--- config.mk ---
export PLATFORM = sky130hd
export DESIGN_NAME = gate_scheduler
export DESIGN_NICKNAME = d
export VERILOG_FILES = /design/src/rtl/gate_scheduler_pkg.sv /design/src/rtl/logic_unit.sv /design/src/rtl/gate_scheduler.sv
export SDC_FILE = /design/constraint.sdc
export NUM_CORES = 1
export LEC_CHECK = 0
export CAP_MARGIN = 5
export CORE_MARGIN = 2
export CORE_UTILIZATION = 50
export CTS_CLUSTER_DIAMETER = 150
export CTS_CLUSTER_SIZE = 12
export DETAILED_ROUTE_END_ITERATION = 7
export PLACE_DENSITY = 0.82
export SLEW_MARGIN = 40
export SYNTH_ARGS = -nofsm -noshare
export SYNTH_HDL_FRONTEND = slang
export SYNTH_SLANG_ARGS = --single-unit
--- constraint.sdc ---
create_clock -name clk -period 4 [get_ports clk]
set_input_delay 0.4 -clock clk [delete_from_list [all_inputs] [get_ports clk]]
set_output_delay 0.4 -clock clk [all_outputs]
set_load 0.02 [all_outputs]
--- src/rtl/gate_scheduler_pkg.sv ---
// Shared definitions for gate_scheduler.
//   OP_*     : 2-bit opcodes for the bitwise logic unit
//   state_t  : scheduler FSM state encoding
package gate_scheduler_pkg;

  localparam logic [1:0] OP_OR  = 2'b00;
  localparam logic [1:0] OP_AND = 2'b01;
  localparam logic [1:0] OP_XOR = 2'b10;
  localparam logic [1:0] OP_NOR = 2'b11;

  typedef enum logic {
    StIdle = 1'b0,
    StExec = 1'b1
  } state_t;

endpackage

--- src/rtl/logic_unit.sv ---
// Purely combinational W-bit bitwise logic unit.
//   a, b : operands
//   op   : opcode (OP_OR, OP_AND, OP_XOR, OP_NOR)
//   y    : bitwise result, no carries between bits
module logic_unit
  import gate_scheduler_pkg::*;
#(
  parameter int unsigned W = 8
) (
  input  logic [W-1:0] a,
  input  logic [W-1:0] b,
  input  logic [1:0]   op,
  output logic [W-1:0] y
);

  always_comb begin
    y = '0;
    unique case (op)
      OP_OR:   y = a | b;
      OP_AND:  y = a & b;
      OP_XOR:  y = a ^ b;
      OP_NOR:  y = ~(a | b);
      default: y = '0;
    endcase
  end

endmodule

--- src/rtl/gate_scheduler.sv ---
// Round-robin scheduler sharing one logic_unit among NREQ requesters.
// One operation per two cycles: IDLE captures the winner's operands and
// pulses gnt; EXEC registers the logic-unit output and pulses result_valid.
//   clk, rst_n   : clock, asynchronous active-low reset
//   req          : per-requester request level
//   op           : per-requester opcode, [2i+1:2i]
//   a_in, b_in   : per-requester operands, [W*i+W-1:W*i]
//   gnt          : one-hot grant pulse, cycle after capture
//   result       : registered result, held until next completion
//   result_valid : one-cycle pulse qualifying result/result_id
//   result_id    : index of the requester owning result
module gate_scheduler
  import gate_scheduler_pkg::*;
#(
  parameter int unsigned NREQ = 4,
  parameter int unsigned W    = 8,
  localparam int unsigned IDW = $clog2(NREQ)
) (
  input  logic                clk,
  input  logic                rst_n,
  input  logic [NREQ-1:0]     req,
  input  logic [2*NREQ-1:0]   op,
  input  logic [W*NREQ-1:0]   a_in,
  input  logic [W*NREQ-1:0]   b_in,
  output logic [NREQ-1:0]     gnt,
  output logic [W-1:0]        result,
  output logic                result_valid,
  output logic [IDW-1:0]      result_id
);

  state_t          state_q, state_d;
  logic [IDW-1:0]  ptr_q, ptr_d;
  logic [IDW-1:0]  win_q, win_d;
  logic [IDW-1:0]  id_q, id_d;
  logic [1:0]      op_q, op_d;
  logic [W-1:0]    a_q, a_d;
  logic [W-1:0]    b_q, b_d;
  logic [NREQ-1:0] gnt_q, gnt_d;
  logic [W-1:0]    result_q, result_d;
  logic            valid_q, valid_d;

  // Round-robin search: first set req bit at or above ptr_q, modulo NREQ.
  logic [IDW-1:0] win;
  logic [IDW-1:0] cand;
  logic           any_req;

  always_comb begin
    win     = '0;
    cand    = '0;
    any_req = 1'b0;
    for (int unsigned off = 0; off < NREQ; off++) begin
      cand = IDW'((32'(ptr_q) + off) % NREQ);
      if (!any_req && req[cand]) begin
        any_req = 1'b1;
        win     = cand;
      end
    end
  end

  // Operand mux for the current winner, plus its one-hot grant vector.
  logic [1:0]      sel_op;
  logic [W-1:0]    sel_a;
  logic [W-1:0]    sel_b;
  logic [NREQ-1:0] win_onehot;

  always_comb begin
    sel_op     = '0;
    sel_a      = '0;
    sel_b      = '0;
    win_onehot = '0;
    for (int unsigned i = 0; i < NREQ; i++) begin
      if (win == IDW'(i)) begin
        sel_op        = op[2*i +: 2];
        sel_a         = a_in[W*i +: W];
        sel_b         = b_in[W*i +: W];
        win_onehot[i] = 1'b1;
      end
    end
  end

  // The logic unit only ever sees captured operands, so input changes
  // after capture cannot disturb the in-flight result.
  logic [W-1:0] lu_y;

  logic_unit #(
    .W (W)
  ) u_logic_unit (
    .a  (a_q),
    .b  (b_q),
    .op (op_q),
    .y  (lu_y)
  );

  always_comb begin
    state_d  = state_q;
    ptr_d    = ptr_q;
    win_d    = win_q;
    id_d     = id_q;
    op_d     = op_q;
    a_d      = a_q;
    b_d      = b_q;
    gnt_d    = '0;
    result_d = result_q;
    valid_d  = 1'b0;
    unique case (state_q)
      StIdle: begin
        if (any_req) begin
          state_d = StExec;
          ptr_d   = (win == IDW'(NREQ - 1)) ? '0 : win + 1'b1;
          win_d   = win;
          op_d    = sel_op;
          a_d     = sel_a;
          b_d     = sel_b;
          gnt_d   = win_onehot;
        end
      end
      StExec: begin
        state_d  = StIdle;
        result_d = lu_y;
        valid_d  = 1'b1;
        id_d     = win_q;
      end
      default: state_d = StIdle;
    endcase
  end

  always_ff @(posedge clk or negedge rst_n) begin
    if (!rst_n) begin
      state_q  <= StIdle;
      ptr_q    <= '0;
      win_q    <= '0;
      id_q     <= '0;
      op_q     <= '0;
      a_q      <= '0;
      b_q      <= '0;
      gnt_q    <= '0;
      result_q <= '0;
      valid_q  <= 1'b0;
    end else begin
      state_q  <= state_d;
      ptr_q    <= ptr_d;
      win_q    <= win_d;
      id_q     <= id_d;
      op_q     <= op_d;
      a_q      <= a_d;
      b_q      <= b_d;
      gnt_q    <= gnt_d;
      result_q <= result_d;
      valid_q  <= valid_d;
    end
  end

  assign gnt          = gnt_q;
  assign result       = result_q;
  assign result_valid = valid_q;
  assign result_id    = id_q;

endmodule

Word-level counts from Yosys, hierarchy flattened:

Cells that the tools add are included.

* bits in registers: 38
* latch bits: 0
* RAM bits: 0
* memory bits (read-only): 0
* input port bits: 78
* output and inout port bits: 15
* logic and storage cells: 77
* memories kept: 0

* $add $sub $neg: 4
* $mul: 0
* div/mod/pow operators: 0
* magnitude comparators: 4
* eq/ne operators: 6
* shift operators: 0
* mux-type cells: 39
* bitwise gates (word level): 5
* reductions and logical operators: 9

Operator list (number)
* 8-bit two-way mux: 8
* 8-bit case mux with 4 select lines: 1
* 2-bit two-way mux: 9
* 1-bit two-way mux: 14
* 2-bit by 3-bit less-than comparator with 1-bit output (second input constant): 4
* 8-bit AND: 1
* 1-bit binary-select mux with 2-bit select: 4
* 2-bit equality test (second input constant): 4
* 4-bit two-way mux: 2
* 8-bit inverter: 1
* 8-bit OR: 1
* 8-bit bitwise XOR: 1
* 2-bit by 1-bit adder with 2-bit output (second input constant): 2
* 2-bit adder (second input constant): 2
* 2-bit by 1-bit equality test with 1-bit output (second input constant): 2
* 2-bit zero test: 2
* 1-bit logical AND: 3
* 1-bit zero test: 3
* 1-bit case mux with 2 select lines: 1
* 2-bit AND reduction: 1
* 1-bit inverter: 1

Depth between registers and ports, before layout:

Gate-level depths: netlist (run 1).

* word-level depth: 17
* mapped depth: 9
* mapped depth without buffers: 7

Modules after synthesis:

From an unflattened synthesis (run 1), not the netlist that was laid out.

* cell total of the unflattened synthesis: 295
* area total of the unflattened synthesis: 2851.5 um2

Modules (own cells, without submodules)
* gate_scheduler: times used 1, cells each 215, area each 2228.4 um2, sequential area each 950.9 um2
* logic_unit: times used 1, cells each 80, area each 623.1 um2, sequential area each 0.0 um2

Worst setup path after synthesis (run 1):

No wires, ideal clock.

* kind: register to register
* start point: reg ptr_q[1]
* end point: reg a_q[0]
* arrival time: 1.996 ns
* required time: 3.927 ns
* slack: 1.931 ns
* cell stages (with the launch flop): 9
* path buffers: 2
* period minus slack after synthesis: 2.069 ns
* cells stage by stage: dfrtp_1 > mux2i_1 > nor2_1 > or3_1 > ha_1 > buf_4 > clkbuf_1 > a221o_1 > a2bb2oi_2

* word-level cells in the longest chain between the ends: 17
* elaborated cells between the ends (all ways): 34
* classes of those cells: 3 x add/sub; 3 x eq/ne; 20 x mux; 8 x reduce/logical

RTL lines
* from (decl): RTL line gate_scheduler.sv:32 `logic [IDW-1:0] ptr_q, ptr_d;`
* from (signal assigned): RTL line gate_scheduler.sv:141 `ptr_q <= ptr_d;`
* branches (longest 17 deep; another with 2-bit by 1-bit adder with 2-bit output)
* to (signal assigned): RTL line gate_scheduler.sv:134 `a_q <= '0;`
* to (signal assigned): RTL line gate_scheduler.sv:145 `a_q <= a_d;`
* to (decl): RTL line gate_scheduler.sv:36 `logic [W-1:0] a_q, a_d;`

Several ways; the timed one is not identified. The select of a mux whose other input is x is not followed.
A chain may end at the register's enable or synchronous reset.

Worst setup path in the final report (run 1):

* start point: in req[0]
* end point: reg b_q[3]

* word-level cells in the longest chain between the ends: 17
* elaborated cells between the ends (all ways): 31
* classes of those cells: 3 x eq/ne; 20 x mux; 8 x reduce/logical

RTL lines
* from (decl): RTL line gate_scheduler.sv:21 `input logic [NREQ-1:0] req,`
* 1-bit binary-select mux with 2-bit select: RTL line gate_scheduler.sv:53 `if (!any_req && req[cand]) begin`
* 1-bit two-way mux (implied by the code): RTL line gate_scheduler.sv:53
* 1-bit two-way mux: RTL line gate_scheduler.sv:53
* 1-bit zero test: RTL line gate_scheduler.sv:53
* 1-bit logical AND: RTL line gate_scheduler.sv:53
* 1-bit two-way mux: RTL line gate_scheduler.sv:53
* 1-bit zero test: RTL line gate_scheduler.sv:53
* 1-bit logical AND: RTL line gate_scheduler.sv:53
* 1-bit two-way mux: RTL line gate_scheduler.sv:53
* 1-bit zero test: RTL line gate_scheduler.sv:53
* 1-bit logical AND: RTL line gate_scheduler.sv:53
* 2-bit two-way mux: RTL line gate_scheduler.sv:53
* 2-bit zero test: RTL line gate_scheduler.sv:72 `if (win == IDW'(i)) begin`
* 8-bit two-way mux (4 in a row): RTL line gate_scheduler.sv:72
* to (signal assigned): RTL line gate_scheduler.sv:135 `b_q <= '0;`
* to (signal assigned): RTL line gate_scheduler.sv:146 `b_q <= b_d;`
* to (decl): RTL line gate_scheduler.sv:37 `logic [W-1:0] b_q, b_d;`

Several ways; a longest one is shown, not always the timed one. The select of a mux whose other input is x is not followed.

==> impl_metrics.csv, run 1 <==
group,metric,value,unit
yosys,synth_top_area_share,33.49,%
yosys,synth_nets,397,
sta,rsz0062_at_grt,"false",
sta,setup_ws,1.259,ns
power_and_ir_drop,leakagePower,1.637,nW
grt,grt_pass1_wl,11410,um
power_and_ir_drop,switchingPower,0.001020,W
yosys,synth_edf_count,0,
critical_path,crit_fanout,19,
power_and_ir_drop,power.density,654.9,nW/um^2
cts,tritoncts,"done",
placement,placed_cell_area,3706,um^2
yosys,synth-seq-area-share,33.49,%
placement,post-dp-hpwl,5184,um
floorplanning,ios,93,
status,outcome,"completed",
sta,fmax,0.3648,GHz
power_and_ir_drop,swShare,40.85,%
grt,use_met1,32.30,%
sta,finalCritPeriodShare,68.53,%
yosys,synth_fa_ha_area_share,8.814,%
floorplanning,rows,27,
yosys,synth.avg_cell_area,9.495,um^2
finish,nets,474,
placement,io_buffers,92,
sta,relSlewSlack,45.15,%
yosys,synthXorXnorAreaFrac,0,%
yosys,netlist_top_cells_count,"inv_1, dfrtp_1, a211oi_1",
sta,hold_slack,0.05404,ns
grt,grt_pass1_vias,2362,
grt,met3_usage,5.341,%
floorplanning,initial_core_util,51.56,%
cts,cts_setup_buffers,0,
yosys,synth-compound-area-share,29.44,%
floorplanning,die_w,79.35,um
sta,tns,0,ns
placement,gp_congestion,0.8228,
floorplanning,coreArea,5507,um^2
yosys,yosysMostFrequentCell,"inv_1",
critical_path,worstPathRequired,4.22,ns
worst_hold_path,hold_class,"input port to async pin",
yosys,syn_area,2839,um^2
power_and_ir_drop,pwr-share-clk,13.2,%
power_and_ir_drop,comb_power_share,55.9,%
yosys,ys_types,40,
detailed_routing,avgRoutedWirePerCell,15.76,um
yosys,synthMuxAreaShare,3.173,%
cts,path_clk_slew,0.08,ns
sta,max_slew.worst_pin.slew,0.8227,ns
critical_path,reg2reg_slack,1.49,ns
placement,pre_cts_ws,0.9472,ns
finish,fin_area,3815,um^2
grt,grt_max_degree,39,
cts,clockBufferDepth,2,
detailed_routing,drc,0,
grt,antenna_found_initial,0,
floorplanning,dieHeight,79.35,um
power_and_ir_drop,seqPwrFrac,30.8,%
sta,drv_slew,0,
critical_path,worstPathArrival,2.96,ns
critical_path,start_kind,"input port",
finish,stdcell_count,449,
sta,setup_viol,0,
yosys,yosysTopAreaCell,"dfrtp_1",
job,maxCapViolations,0,
finish,drive_gt1_share,9.019,%
floorplanning,dieArea,6296,um^2
finish,area_growth,34.38,%
yosys,ys_ff_latch,38,
critical_path,end_kind,"register",
critical_path,critPathKind,"input port to register",
detailed_routing,via_per_inst,5.608,
grt,grt.total_usage,23.17,%
cts,worstSkewPairLatency,0.30,ns
finish,antennaDiodeCount,0,
sta,post-route-min-period,2.741,ns
yosys,async_flop_share,100.0,%
sta,finalHoldViolations,0,
sta,fin_skew,0.007427,ns
yosys,synth_area_leaders,"dfrtp_1, ha_1, a221o_1",
yosys,syn_inst,299,
yosys,yosys_warnings,0,
detailed_routing,wl,7076,um
power_and_ir_drop,peakVddDrop,0.3460,mV
cts,root_buffer,"clkbuf_8",
cts,cts_sinks,38,
detailed_routing,drt_first_iter_violations,178,
yosys,synth_top_family_by_area,"compound AO/OA/AOI/OAI gates",
grt,grt_busiest_layer,"met2",
cts,cts_made_buffers,5,
detailed_routing,ant_nets,0,
detailed_routing,num_vias,2518,
cts,htree_levels,2,
yosys,synthSimpleGateAreaFrac,13.49,%
power_and_ir_drop,p_int,0.001478,W
cts,cts_resized,0,
grt,use_met2,36.95,%
grt,grt_overflow_total,0,
placement,dp.cells,441,
yosys,ys.flop_type,"dfrtp_1",
detailed_routing,dr.pass1.iters,4,
cts,cts_hold_buf,0,
-- power by group through the flow --
stage	Combinational (W)	Clock, W	Sequential (W)
floorplan	0.00104	0	0.000748
global placement	0.00135	0	0.000765
detailed placement	0.00140	0	0.000775
CTS	0.00141	0.000329	0.000769
global route	0.00155	0.000346	0.000799
finish	0.00140	0.000330	0.000770
-- kinds of logic after synthesis --
kind of cell / Yosys count
simple gates: 61
mux: 8
buf+inv: 67
compound gates: 105
fa+ha+maj: 20
flops: 38
-- area by class of cell --
| cell class | instances | area, um^2 |
|---|---|---|
| fillers | 402 | 1692 |
| inverters | 40 | 150.1 |
| clock buffers | 5 | 68.82 |
| repair buffers | 97 | 955.9 |
| clock inverters | 3 | 40.04 |
| multi-input cells | 194 | 1559 |
| flip-flops and latches | 38 | 950.9 |
| well taps | 72 | 90.09 |
-- metal layers --
| metal | share of wire [%] | vias to the layer above |
|---|---|---|
| li1 | - | 1237 |
| met1 | 44 | 1166 |
| met2 | 47 | 109 |
| met3 | 8.2 | 6 |
| met4 | 0.75 | 0 |
| met5 | 0 | - |
-- path summary, 6_finish.rpt --
path                                start      endpoint  cells after the start
max in group asynchronous           rst_n       op_q[0]                      1
worst min-delay path                rst_n  result_valid                      1
worst max-delay path               req[0]        b_q[3]                      8
worst max register to register   ptr_q[1]        b_q[3]                      7
worst min register to register  result[7]     result[7]                      2
min in group clk                result[7]     result[7]                      2
-- stage by stage --
| stage | util (%) | total power, W |
|---|---|---|
| after CTS | 69.28 | 0.002504 |
| after global routing | 69.28 | 0.002691 |
| final | 69.28 | 0.002498 |
| after global placement | 67.26 | 0.002112 |
| after detailed placement | 67.30 | 0.002170 |
| after floorplan | - | 0.001790 |
-- registers in the layout, indices dropped and copies added (netlist names) --
register      cells
a_q               8
b_q               8
gnt               4
op_q              2
ptr_q             2
result            8
result_id         2
result_valid      1
state_q           1
win_q             2
-- worst max-delay path, stage by stage --
cell and delay, ns:
clkdlybuf4s50_1 0.56, nand2_1 0.11, a311oi_1 0.41, or2_2 0.20, ha_1 0.58, nand3b_1 0.14, a221o_1 0.36, a2bb2oi_1 0.19
-- layout by cell type, fill, tap and decap left out, types with 3 or more instances in the layout --
cell type        count
clkbuf_8             5
a2bb2oi_2            6
a211o_1              4
nand3b_1            18
nand2b_1             5
buf_4                6
a31oi_1              7
o211ai_1             3
and2_2               3
nand2_1              7
a221o_1             18
inv_1               39
clkdlybuf4s50_1     91
o21ai_0              5
ha_1                20
a211oi_1            22
a2bb2oi_1           12
mux2_2               4
a21oi_1             20
nor2_1              13
o31ai_1              3
dfrtp_1             38
mux2i_1              3
and2_0               3
nor2b_1              4
No activity file was read; power rests on OpenSTA's default activity.
==> inputs of run 2 (changes only) <==
Settings changed: CORE_UTILIZATION 50 to 47, PLACE_DENSITY 0.82 to 0.78.
Clock period 4 ns to 2.7 ns, I/O delays scaled along.
==> impl_metrics.csv, run 2 (same netlist as run 1, synthesis figures left out) <==
group,metric,value,unit
status,outcome,"completed",
critical_path,r2r-start,"ptr_q[1]",
cts,htree_levels,2,
finish,fill_cells,482,
detailed_routing,num_vias,2549,
sta,max_slew.worst_pin.slew,0.8222,ns
sta,tns,0,ns
sta,setup_viol,0,
detailed_routing,wl,7128,um
sta,rsz0062_at_grt,"false",
cts,worstSkewPairLatency,0.30,ns
cts,path_clk_slew,0.08,ns
grt,use_met2,35.20,%
sta,finalHoldViolations,0,
detailed_routing,drc,0,
detailed_routing,dr.pass1.iters,5,
job,maxCapViolations,0,
sta,relSlewSlack,45.19,%
power_and_ir_drop,seqPwrFrac,29.6,%
critical_path,worstPathRequired,2.91,ns
finish,drive_gt1_share,9.235,%
finish,final_cell_mix,"clkdlybuf4s50_1, inv_1, dfrtp_1",
power_and_ir_drop,p_int,0.002382,W
cts,cts_made_buffers,5,
floorplanning,dieArea,6678,um^2
finish,antennaDiodeCount,0,
grt,antenna_found_initial,0,
grt,grt_max_degree,39,
critical_path,r2r.worst_path.cells,8,
cts,tritoncts,"done",
finish,layout_commonest_cell,"clkdlybuf4s50_1",
critical_path,path_cells,"clkdlybuf4s50_1 > nand2_1 > a311oi_1 > or2_2 > ha_1 > buf_12 > a21oi_1 > a221o_1 > a2bb2oi_1",
cts,clockBufferDepth,2,
grt,grt_pass1_wl,11500,um
detailed_routing,via_per_inst,5.615,
sta,fmax,0.4205,GHz
critical_path,end_kind,"register",
grt,use_met1,31.65,%
floorplanning,ios,93,
grt,met3_usage,4.725,%
floorplanning,dieHeight,81.72,um
cts,cts_resized,0,
sta,post-route-min-period,2.378,ns
critical_path,reg2reg_slack,0.41,ns
sta,finalCritPeriodShare,88.08,%
worst_hold_path,hold_class,"input port to async pin",
power_and_ir_drop,power.density,998.1,nW/um^2
sta,fin_skew,0.008554,ns
power_and_ir_drop,leakagePower,1.674,nW
floorplanning,coreArea,5886,um^2
critical_path,timing.rr.end,"op_q[1]",
finish,register_area,950.9,um^2
power_and_ir_drop,switchingPower,0.001530,W
placement,post-dp-hpwl,5201,um
critical_path,critPathLaunch,"req[0]",
critical_path,setup.worst_path.end,"op_q[1]",
critical_path,slowest_stage,"clkdlybuf4s50_1",
detailed_routing,avgRoutedWirePerCell,15.70,um
critical_path,worstPathArrival,2.59,ns
grt,grt.total_usage,22.61,%
finish,multi_input_area,1559,um^2
cts,root_buffer,"clkbuf_8",
floorplanning,initial_core_util,48.24,%
power_and_ir_drop,pwr-share-clk,15.4,%
finish,nets,476,
critical_path,critPathMaxStageDelay,0.56,ns
grt,grt_overflow_total,0,
cts,cts_sinks,38,
power_and_ir_drop,peakVddDrop,0.4379,mV
sta,drv_slew,0,
critical_path,crit_fanout,37,
critical_path,critPathKind,"input port to register",
sta,hold_slack,0.4717,ns
grt,grt_busiest_layer,"met2",
critical_path,start_kind,"input port",
finish,area_growth,38.08,%
power_and_ir_drop,comb_power_share,54.9,%
detailed_routing,drt_first_iter_violations,125,
placement,gp_congestion,0.8214,
power_and_ir_drop,swShare,39.11,%
placement,io_buffers,92,
grt,grt_pass1_vias,2376,
floorplanning,rows,28,
detailed_routing,ant_nets,0,
floorplanning,die_w,81.72,um
-- run 2: cell types whose count changed in the layout (fill, tap and decap cells not counted), sizes merged --
cell,previous run,this run
clkbuf,5,6
dlygate4sd3,0,1
bufinv,1,2
buf,6,7
clkinv,3,1
-- run 2: critical path, delay by kind of cell --
family | cells | cell delay (ns)
AOI/OAI and AO/OA | 4 | 1.04
adders and majority gates | 1 | 0.19
and+or+nand+nor | 2 | 0.33
buffers and inverters | 2 | 0.74
-- run 2: area by class of cell --
cell class	count	share of cell area (%)
multi-input combinational	194	39.77
timing repair buffer	99	26.11
sequential	38	24.26
inverter	40	3.830
tap	75	2.394
clock buffer	6	2.107
clock inverter	2	1.532
-- run 2: layer usage --
| metal | vias to the layer above | wire length, um |
|---|---|---|
| li1 | 1249 | - |
| met4 | 0 | 117 |
| met3 | 10 | 526 |
| met5 | - | 0 |
| met2 | 105 | 3205 |
| met1 | 1185 | 3279 |
-- run 2: per-stage QoR --
| stage | cell area, um^2 | total power, W | cells | worst slack, ns | utilization, % |
|---|---|---|---|---|---|
| 2_1_floorplan | 2839 | 0.002651 | 299 | 0.6308 | - |
| 3_3_place_gp | 3765 | 0.003225 | 445 | 0.1371 | 63.97 |
| 3_5_place_dp | 3767 | 0.003295 | 445 | 0.1038 | 64.01 |
| 4_1_cts | 3920 | 0.003929 | 454 | 0.3413 | 66.60 |
| 5_1_grt | 3920 | 0.004233 | 454 | 0.2122 | 66.60 |
| 6_report | 3920 | 0.003912 | 454 | 0.3217 | 66.60 |
-- run 2: what timing repair did --
item / CTS / global route
hold buffers: 1 / 0
endpoints found under the hold margin: 38 / 0
buffers inserted: 0 / 0
-- run 2: worst min-delay path by stage --
stage	start	end	slack [ns]
2_1_floorplan	rst_n	a_q[0]	-0.03
3_3_place_gp	rst_n	result_valid	0.43
3_5_place_dp	rst_n	result_valid	0.27
4_1_cts	rst_n	result_valid	0.49
5_1_grt	rst_n	result_valid	0.51
6_report	rst_n	result_valid	0.47
-- run 2: power groups by stage --
stage	Combinational (W)	Clock (W)	Sequential (W)
after floorplan	0.00154	0	0.00111
after global placement	0.00208	0	0.00115
after detailed placement	0.00213	0	0.00116
after CTS	0.00216	0.000615	0.00115
after global routing	0.00238	0.000645	0.00120
final	0.00215	0.000604	0.00116
==> inputs of run 3 (changes only) <==
Clock period 2.7 ns to 2.2 ns, I/O delays scaled along.
==> impl_metrics.csv, run 3 (same netlist as run 1, synthesis figures left out) <==
group,metric,value,unit
cts,htree_levels,2,
power_and_ir_drop,peakVddDrop,0.5025,mV
critical_path,start_kind,"register",
sta,finalHoldViolations,0,
floorplanning,rows,28,
finish,fill_cells,462,
placement,gp_congestion,0.8438,
grt,grt_max_degree,39,
placement,io_buffers,92,
critical_path,path_cells,"mux2i_2 > nor2_2 > or3_4 > ha_2 > buf_12 > a221o_1 > a2bb2oi_1",
finish,fin_area,4031,um^2
critical_path,critPathKind,"register to register",
critical_path,critPathMaxStageDelay,0.41,ns
sta,max_slew.worst_pin.slew,0.8066,ns
detailed_routing,drc,0,
critical_path,worstPathRequired,2.43,ns
critical_path,crit_fanout,37,
detailed_routing,drt_first_iter_violations,188,
floorplanning,initial_core_util,48.24,%
placement,dp.cells,456,
finish,layout_commonest_cell,"clkdlybuf4s50_1",
placement,placed_cell_area,3837,um^2
sta,post-route-min-period,2.161,ns
sta,setup_ws,0.03851,ns
sta,drv_slew,0,
sta,fin_skew,0.007332,ns
placement,post-dp-hpwl,5377,um
detailed_routing,avgRoutedWirePerCell,15.59,um
power_and_ir_drop,leakagePower,1.725,nW
detailed_routing,dr.pass1.iters,4,
floorplanning,die_w,81.72,um
worst_hold_path,hold_class,"input port to async pin",
floorplanning,dieHeight,81.72,um
finish,register_area,953.4,um^2
detailed_routing,wl,7281,um
cts,cts_sinks,38,
sta,fmax,0.4626,GHz
finish,final_cell_mix,"clkdlybuf4s50_1, inv_1, dfrtp_1",
sta,finalCritPeriodShare,98.25,%
finish,stdcell_count,467,
grt,grt_pass1_wl,11660,um
finish,drive_gt1_share,16.33,%
job,maxCapViolations,0,
detailed_routing,ant_nets,0,
power_and_ir_drop,power,0.004717,W
cts,clockBufferDepth,2,
grt,grt_overflow_total,0,
grt,grt_pass1_vias,2411,
sta,tns,0,ns
critical_path,slowest_stage,"dfrtp_2",
floorplanning,ios,93,
sta,relSlewSlack,46.23,%
detailed_routing,num_vias,2601,
placement,pre_cts_ws,-0.3104,ns
detailed_routing,via_per_inst,5.570,
floorplanning,dieArea,6678,um^2
cts,cts_made_buffers,5,
finish,nets,489,
status,outcome,"completed",
power_and_ir_drop,power.density,1170,nW/um^2
floorplanning,coreArea,5886,um^2
cts,root_buffer,"clkbuf_8",
grt,antenna_found_initial,0,
cts,worstSkewPairLatency,0.30,ns
finish,multi_input_area,1633,um^2
critical_path,end_kind,"register",
finish,antennaDiodeCount,0,
sta,setup_viol,0,
critical_path,worstPathArrival,2.39,ns
grt,grt.total_usage,22.79,%
cts,path_clk_slew,0.08,ns
finish,area_growth,42.00,%
cts,tritoncts,"done",
## run 3: cell count changes in the layout (fill, tap and decap cells not counted), sizes merged
cell / previous run / this run
clkdlybuf4s50: 91 / 89
bufinv: 2 / 0
clkbuf: 6 / 7
dlymetal6s2s: 0 / 1
clkinv: 1 / 2
buf: 7 / 20
dlygate4sd2: 0 / 1
## run 3: report_power, final
| part | leakage, nW | internal, W | switching (W) |
|---|---|---|---|
| clock network | 0.0482 | 0.000253 | 0.000256 |
| logic | 1.23 | 0.00151 | 0.00127 |
| registers | 0.449 | 0.00103 | 0.000394 |
| total | 1.72 | 0.00279 | 0.00192 |
## run 3: worst max-delay path: cells and delay by family (launching register included)
family                   cells  cell delay (ns)
multiplexers                 1             0.28
AO/OA/AOI/OAI                2             0.54
adder cells (fa/ha/maj)      1             0.21
AND/OR/NAND/NOR              2             0.47
buffers and inverters        1             0.16
flip-flops                   1             0.41
## run 3: what timing repair did
item / CTS / global route
hold endpoints to repair: 38 / 0
setup endpoints to repair: 3 / 18
hold buffers: 1 / 0
gates resized for setup: 3 / 18
buffers inserted: 1 / 1
pin swaps: 0 / 3
## run 3: routing by layer
layer	wire [um]	GRT usage (%)	up-vias	part of all wire, %
li1	-	-	1269	-
met1	3218	30.52	1231	44
met2	3462	37.32	94	48
met3	508	4.835	7	7.0
met4	92	6.167	0	1.3
met5	0	0	-	0
## run 3: path summary, 6_finish.rpt
| check | start | end | slack [ns] | depth (start not counted) |
|---|---|---|---|---|
| setup / recovery | ptr_q[1] | a_q[4] | 0.04 | 7 |
| hold / removal | rst_n | result[7] | 0.42 | 2 |
| setup reg to reg | ptr_q[1] | a_q[4] | 0.04 | 7 |
| hold reg to reg | result[7] | result[7] | 0.49 | 2 |
| max in group asynchronous | rst_n | ptr_q[1] | 1.41 | 2 |
| min in group clk | result[7] | result[7] | 0.49 | 2 |
## run 3: per-stage QoR
step / hold slack (ns) / util, %
6_report: 0.4206 / 68.49
5_1_grt: 0.4954 / 68.49
4_1_cts: 0.4425 / 67.22
3_5_place_dp: 0.2168 / 65.20
3_3_place_gp: 0.3714 / 65.16
2_1_floorplan: -0.07559 / -
## run 3: area by class of cell
type / instances / area share [%]
clock buffer: 7 / 2.142
sequential: 38 / 23.65
multi-input combinational: 194 / 40.50
inverter: 40 / 3.724
clock inverter: 1 / 0.1241
timing repair buffer: 112 / 27.53
tap: 75 / 2.328
